File: config.mk
export PLATFORM = sky130hd
export DESIGN_NAME = serial_add_sub_flat
export DESIGN_NICKNAME = d
export VERILOG_FILES = /design/src/rtl/serial_add_sub_if.sv /design/src/rtl/serial_add_sub.sv /design/src/flat_wrapper.sv
export SDC_FILE = /design/constraint.sdc
export NUM_CORES = 1
export LEC_CHECK = 0
export ABC_AREA = 1
export CORE_MARGIN = 2
export CORE_UTILIZATION = 35
export DETAILED_ROUTE_END_ITERATION = 16
export PLACE_DENSITY = 0.55
export SYNTH_ARGS = -nofsm -noshare
export SYNTH_HDL_FRONTEND = slang
export SYNTH_SLANG_ARGS = --single-unit
File: constraint.sdc
create_clock -name clk -period 3.2 [get_ports clk]
set_input_delay 0.96 -clock clk [delete_from_list [all_inputs] [get_ports clk]]
set_output_delay 0.96 -clock clk [all_outputs]
set_load 0.1 [all_outputs]
File: src/rtl/serial_add_sub_if.sv
// Operation handshake and operand/result bundle for the bit-serial adder/subtractor.
// The master issues operations and the slave returns results.
interface serial_add_sub_if #(
  parameter int WIDTH = 8
);
  logic             start;
  logic             sub;
  logic [WIDTH-1:0] a;
  logic [WIDTH-1:0] b;
  logic             cin;
  logic             busy;
  logic             done;
  logic [WIDTH-1:0] sum;
  logic             cout;
  logic             ovf;

  modport master (
    output start, sub, a, b, cin,
    input  busy, done, sum, cout, ovf
  );

  modport slave (
    input  start, sub, a, b, cin,
    output busy, done, sum, cout, ovf
  );
endinterface

File: src/rtl/serial_add_sub.sv
// Bit-serial two's-complement adder/subtractor, LSB first, one full-adder slice per clock.
// Subtract runs as a + ~b + ~cin. Results hold until the next completion.
module serial_add_sub #(
  parameter int WIDTH = 8
) (
  input  logic             clk,
  input  logic             rst_n,
  serial_add_sub_if.slave  bus
);
  // state | meaning
  // IDLE  | waiting for start, busy low
  // RUN   | one bit per edge, cnt = bit being processed
  localparam logic [0:0] IDLE = 1'b0;
  localparam logic [0:0] RUN  = 1'b1;
  localparam int CW = (WIDTH > 2) ? $clog2(WIDTH) : 1;

  logic [0:0]       state;
  logic [WIDTH-1:0] a_sr;
  logic [WIDTH-1:0] b_sr;
  logic [WIDTH-1:0] res_sr;
  logic             carry;
  logic [CW-1:0]    cnt;
  logic [WIDTH-1:0] sum_q;
  logic             cout_q;
  logic             ovf_q;
  logic             done_q;

  logic             s_bit;
  logic             c_next;
  logic             last;
  logic [WIDTH-1:0] res_next;

  assign s_bit    = a_sr[0] ^ b_sr[0] ^ carry;
  assign c_next   = (a_sr[0] & b_sr[0]) | (b_sr[0] & carry) | (a_sr[0] & carry);
  assign res_next = {s_bit, res_sr[WIDTH-1:1]};
  assign last     = (cnt == CW'(WIDTH - 1));

  always_ff @(posedge clk or negedge rst_n) begin
    if (!rst_n) begin
      state  <= IDLE;
      a_sr   <= '0;
      b_sr   <= '0;
      res_sr <= '0;
      carry  <= 1'b0;
      cnt    <= '0;
      sum_q  <= '0;
      cout_q <= 1'b0;
      ovf_q  <= 1'b0;
      done_q <= 1'b0;
    end else begin
      done_q <= 1'b0;
      case (state)
        IDLE: begin
          if (bus.start) begin
            a_sr  <= bus.a;
            b_sr  <= bus.sub ? ~bus.b : bus.b;
            carry <= bus.cin ^ bus.sub;
            cnt   <= '0;
            state <= RUN;
          end
        end
        RUN: begin
          res_sr <= res_next;
          a_sr   <= a_sr >> 1;
          b_sr   <= b_sr >> 1;
          carry  <= c_next;
          cnt    <= cnt + CW'(1);
          if (last) begin
            // carry here is the carry into the MSB slice, c_next the carry out of it
            sum_q  <= res_next;
            cout_q <= c_next;
            ovf_q  <= carry ^ c_next;
            done_q <= 1'b1;
            cnt    <= '0;
            state  <= IDLE;
          end
        end
        default: state <= IDLE;
      endcase
    end
  end

  assign bus.busy = (state == RUN);
  assign bus.done = done_q;
  assign bus.sum  = sum_q;
  assign bus.cout = cout_q;
  assign bus.ovf  = ovf_q;
endmodule

File: src/flat_wrapper.sv
// flat-port wrapper written by rule: the top's interface ports become plain ports
module serial_add_sub_flat 
#(
  parameter int WIDTH = 8
)
  (clk, rst_n, bus_start, bus_sub, bus_a, bus_b, bus_cin, bus_busy, bus_done, bus_sum, bus_cout, bus_ovf);
  serial_add_sub_if #(.WIDTH(WIDTH)) bus_i ();
  input  logic clk;
  input  logic rst_n;
  input wire logic [$bits(bus_i.start)-1:0] bus_start;
  input wire logic [$bits(bus_i.sub)-1:0] bus_sub;
  input wire logic [$bits(bus_i.a)-1:0] bus_a;
  input wire logic [$bits(bus_i.b)-1:0] bus_b;
  input wire logic [$bits(bus_i.cin)-1:0] bus_cin;
  output wire logic [$bits(bus_i.busy)-1:0] bus_busy;
  output wire logic [$bits(bus_i.done)-1:0] bus_done;
  output wire logic [$bits(bus_i.sum)-1:0] bus_sum;
  output wire logic [$bits(bus_i.cout)-1:0] bus_cout;
  output wire logic [$bits(bus_i.ovf)-1:0] bus_ovf;
  assign bus_i.start = bus_start;
  assign bus_i.sub = bus_sub;
  assign bus_i.a = bus_a;
  assign bus_i.b = bus_b;
  assign bus_i.cin = bus_cin;
  assign bus_busy = bus_i.busy;
  assign bus_done = bus_i.done;
  assign bus_sum = bus_i.sum;
  assign bus_cout = bus_i.cout;
  assign bus_ovf = bus_i.ovf;
  serial_add_sub #(.WIDTH(WIDTH)) u_core (.clk(clk), .rst_n(rst_n), .bus(bus_i));
endmodule
==> impl_metrics.ini <==
[status]
outcome = finished, final reports clean

[placed_design]
portBuffers = 32
place_ws_ps = 1051
place_hpwl_mm = 2.043
place.gp.congestion = 0.7176

[sta]
hold_violations = 0
slew_viol_final = 0
whs_ps = 480.3
fin_crit_ps = 1911
finalSetupViolCount = 0
rsz0062_at_grt = false
clock_skew_ps = 6.070
worst_slew_pin_slew_ps = 861.8
fin_crit_sh = 0.5971
slew_headroom = 0.4254
fin_setup_tns_ps = 0
max_freq_mhz = 523.4
timing.final.ws_setup_ps = 1289

[floorplanning]
dieHeight_um = 76.76
die_area_um2 = 5892
core_um2 = 5107
rows = 26
num_io_pins = 33
die_w_um = 76.76
start_util = 0.3628

[clock_tree]
clock_latency_ps = 290
cts_buffer_depth = 2
cts_hold_buf = 0
cts_made_buffers = 5
post-cts-setup-buffers = 0
path_clk_slew_ps = 70
cts_resized = 0
root_buffer = clkbuf_8
cts_tree = yes
numClockSinks = 39
htreeDepth = 2

[critical_path]
required_ps = 2240
path_cells = buf_4
crit_type = reg2out
worstSetupEndpointType = output pin
cp_slowest_cell = dfrtp_1
crit_family = flip-flops
arrival_ps = 950
crit_path_start_kind = register
r2r_slack_ps = 1760
worstPathMaxFanout = 2
slowest_delay_ps = 370
crit_buf_inv = 1

[power_and_ir_drop]
ir_drop_v = 0.0005196
leakage_nw = 1.238
pwr-share-clk = 0.175
power_density_nw_per_um2 = 1060
netSwitchingFraction = 0.4744
p_comb_frac = 0.490
p_seq_frac = 0.335
p_int_mw = 1.268
power.net_switching_mw = 1.145
power_mw = 2.413

[route]
route.vias.total = 1375
drt_iter0_drc = 34
drc = 0
ant_nets = 0
wl_per_cell_um = 9.759
first_pass_iters = 4
drt-vias-per-instance = 4.310
wirelength_mm = 3.113

[synthesis]
synthCells = 217
synth.avg_cell_area_um2 = 8.539
synthesis.nets = 242
synth_top_area_cell = dfrtp_1
syn-cell-area_um2 = 1853
ys_types = 18
synth_top_area_frac = 0.5267
synth-main-ff-cell = dfrtp_1
yosysMostFrequentCell = nand2_1
synth-edff-count = 0
ys_seq_elements = 39
synthTopCellsByCount = 89 x nand2_1, 39 x dfrtp_1, 28 x inv_1
synthTopCellsByArea = dfrtp_1 53%, nand2_1 18%, inv_1 5.7%, nand3_1 4.9%, o21ai_2 3.8%
yosysWarnings = 0
synthArstFlopShare = 1.000
ys_seq_area_frac = 0.5267

[final_layout]
fillers = 538
fin_nets = 273
area_growth_pct = 22.89
drive_above_1_share = 0.1406
num_antenna_cells = 0

[global_route]
grt_pass1_wl_mm = 5.630
grt-ovfl-total = 0
first_global_vias = 1309
antenna_found_initial = 0
grtUsageTotal = 0.1169
grt_max_degree = 40

[job]
maxCapViolCount = 0

[worst_hold_path]
hold_class = reg2reg
-- state kept, by name, indices dropped and copies added, names as in the netlist --
name,cells
u_core.bus.sum,8
u_core.bus.ovf,1
u_core.b_sr,8
u_core.bus.cout,1
u_core.a_sr,8
u_core.bus.busy,1
u_core.carry,1
u_core.res_sr,7
u_core.bus.done,1
u_core.cnt,3
-- layer usage --
layer	vias up	routed length [um]	GRT usage
met4	0	35	0.03818
met5	-	0	0
met2	32	1388	0.1912
met3	7	154	0.03647
met1	615	1534	0.1468
li1	721	-	-
-- path summary, 6_finish.rpt --
| kind | from | to | depth (start not counted) |
|---|---|---|---|
| min reg2reg | u_core.b_sr[1] | u_core.b_sr[1] | 2 |
| max reg2reg | u_core.cnt[0] | u_core.bus.ovf | 6 |
| min in group asynchronous | rst_n | u_core.bus.sum[0] | 1 |
| min | u_core.b_sr[1] | u_core.b_sr[1] | 2 |
| max | u_core.bus.sum[7] | bus_sum[7] | 1 |
| max in group asynchronous | rst_n | u_core.b_sr[5] | 1 |
-- per-stage QoR --
step / instance area, um2 / util / std cells
global placement: 2160 / 0.4228 / 311
detailed placement: 2160 / 0.4228 / 311
finish: 2277 / 0.4459 / 319
floorplan: 1853 / - / 217
global route: 2277 / 0.4459 / 319
CTS: 2277 / 0.4459 / 319
-- area by class of cell --
class	instances	area, um2	area share
Sequential cell	39	975.9	0.4286
Multi-Input combinational cell	139	678.2	0.2978
Timing Repair Buffer	33	305.3	0.1341
Inverter	30	112.6	0.04945
Tap cell	70	87.58	0.03846
Clock buffer	6	82.58	0.03626
Clock inverter	2	35.03	0.01538
-- power groups by stage --
stage               logic [mW]  registers (mW)  clock network (mW)
floorplan                0.515            1.28                   0
global placement          1.19           0.819                   0
detailed placement        1.20           0.819                   0
CTS                       1.21           0.810               0.434
global route              1.29           0.840               0.454
finish                    1.18           0.808               0.422
-- cell families after synthesis --
kind of cell	after synthesis	synth area share
simple gates	111	0.2539
buf+inv	39	0.1074
flops	39	0.5267
compound gates	24	0.08102
fa+ha+maj	4	0.03106
-- worst min-delay path, delay by kind of cell (launching register included) --
kind / cells / cell delay [ps]
compound gates: 1 / 60
flops: 1 / 350
simple gates: 1 / 40
-- layout by cell type, fill, tap and decap left out, types with 2 or more instances in the layout --
cell type,count
inv_1,28
dfrtp_1,39
o21ai_2,8
clkdlybuf4s50_1,19
a21oi_1,8
ha_1,3
nand3_1,18
clkbuf_8,6
nand2_1,89
buf_4,12
inv_2,2
o21ai_0,7
Power figures use the tool's default switching activity.
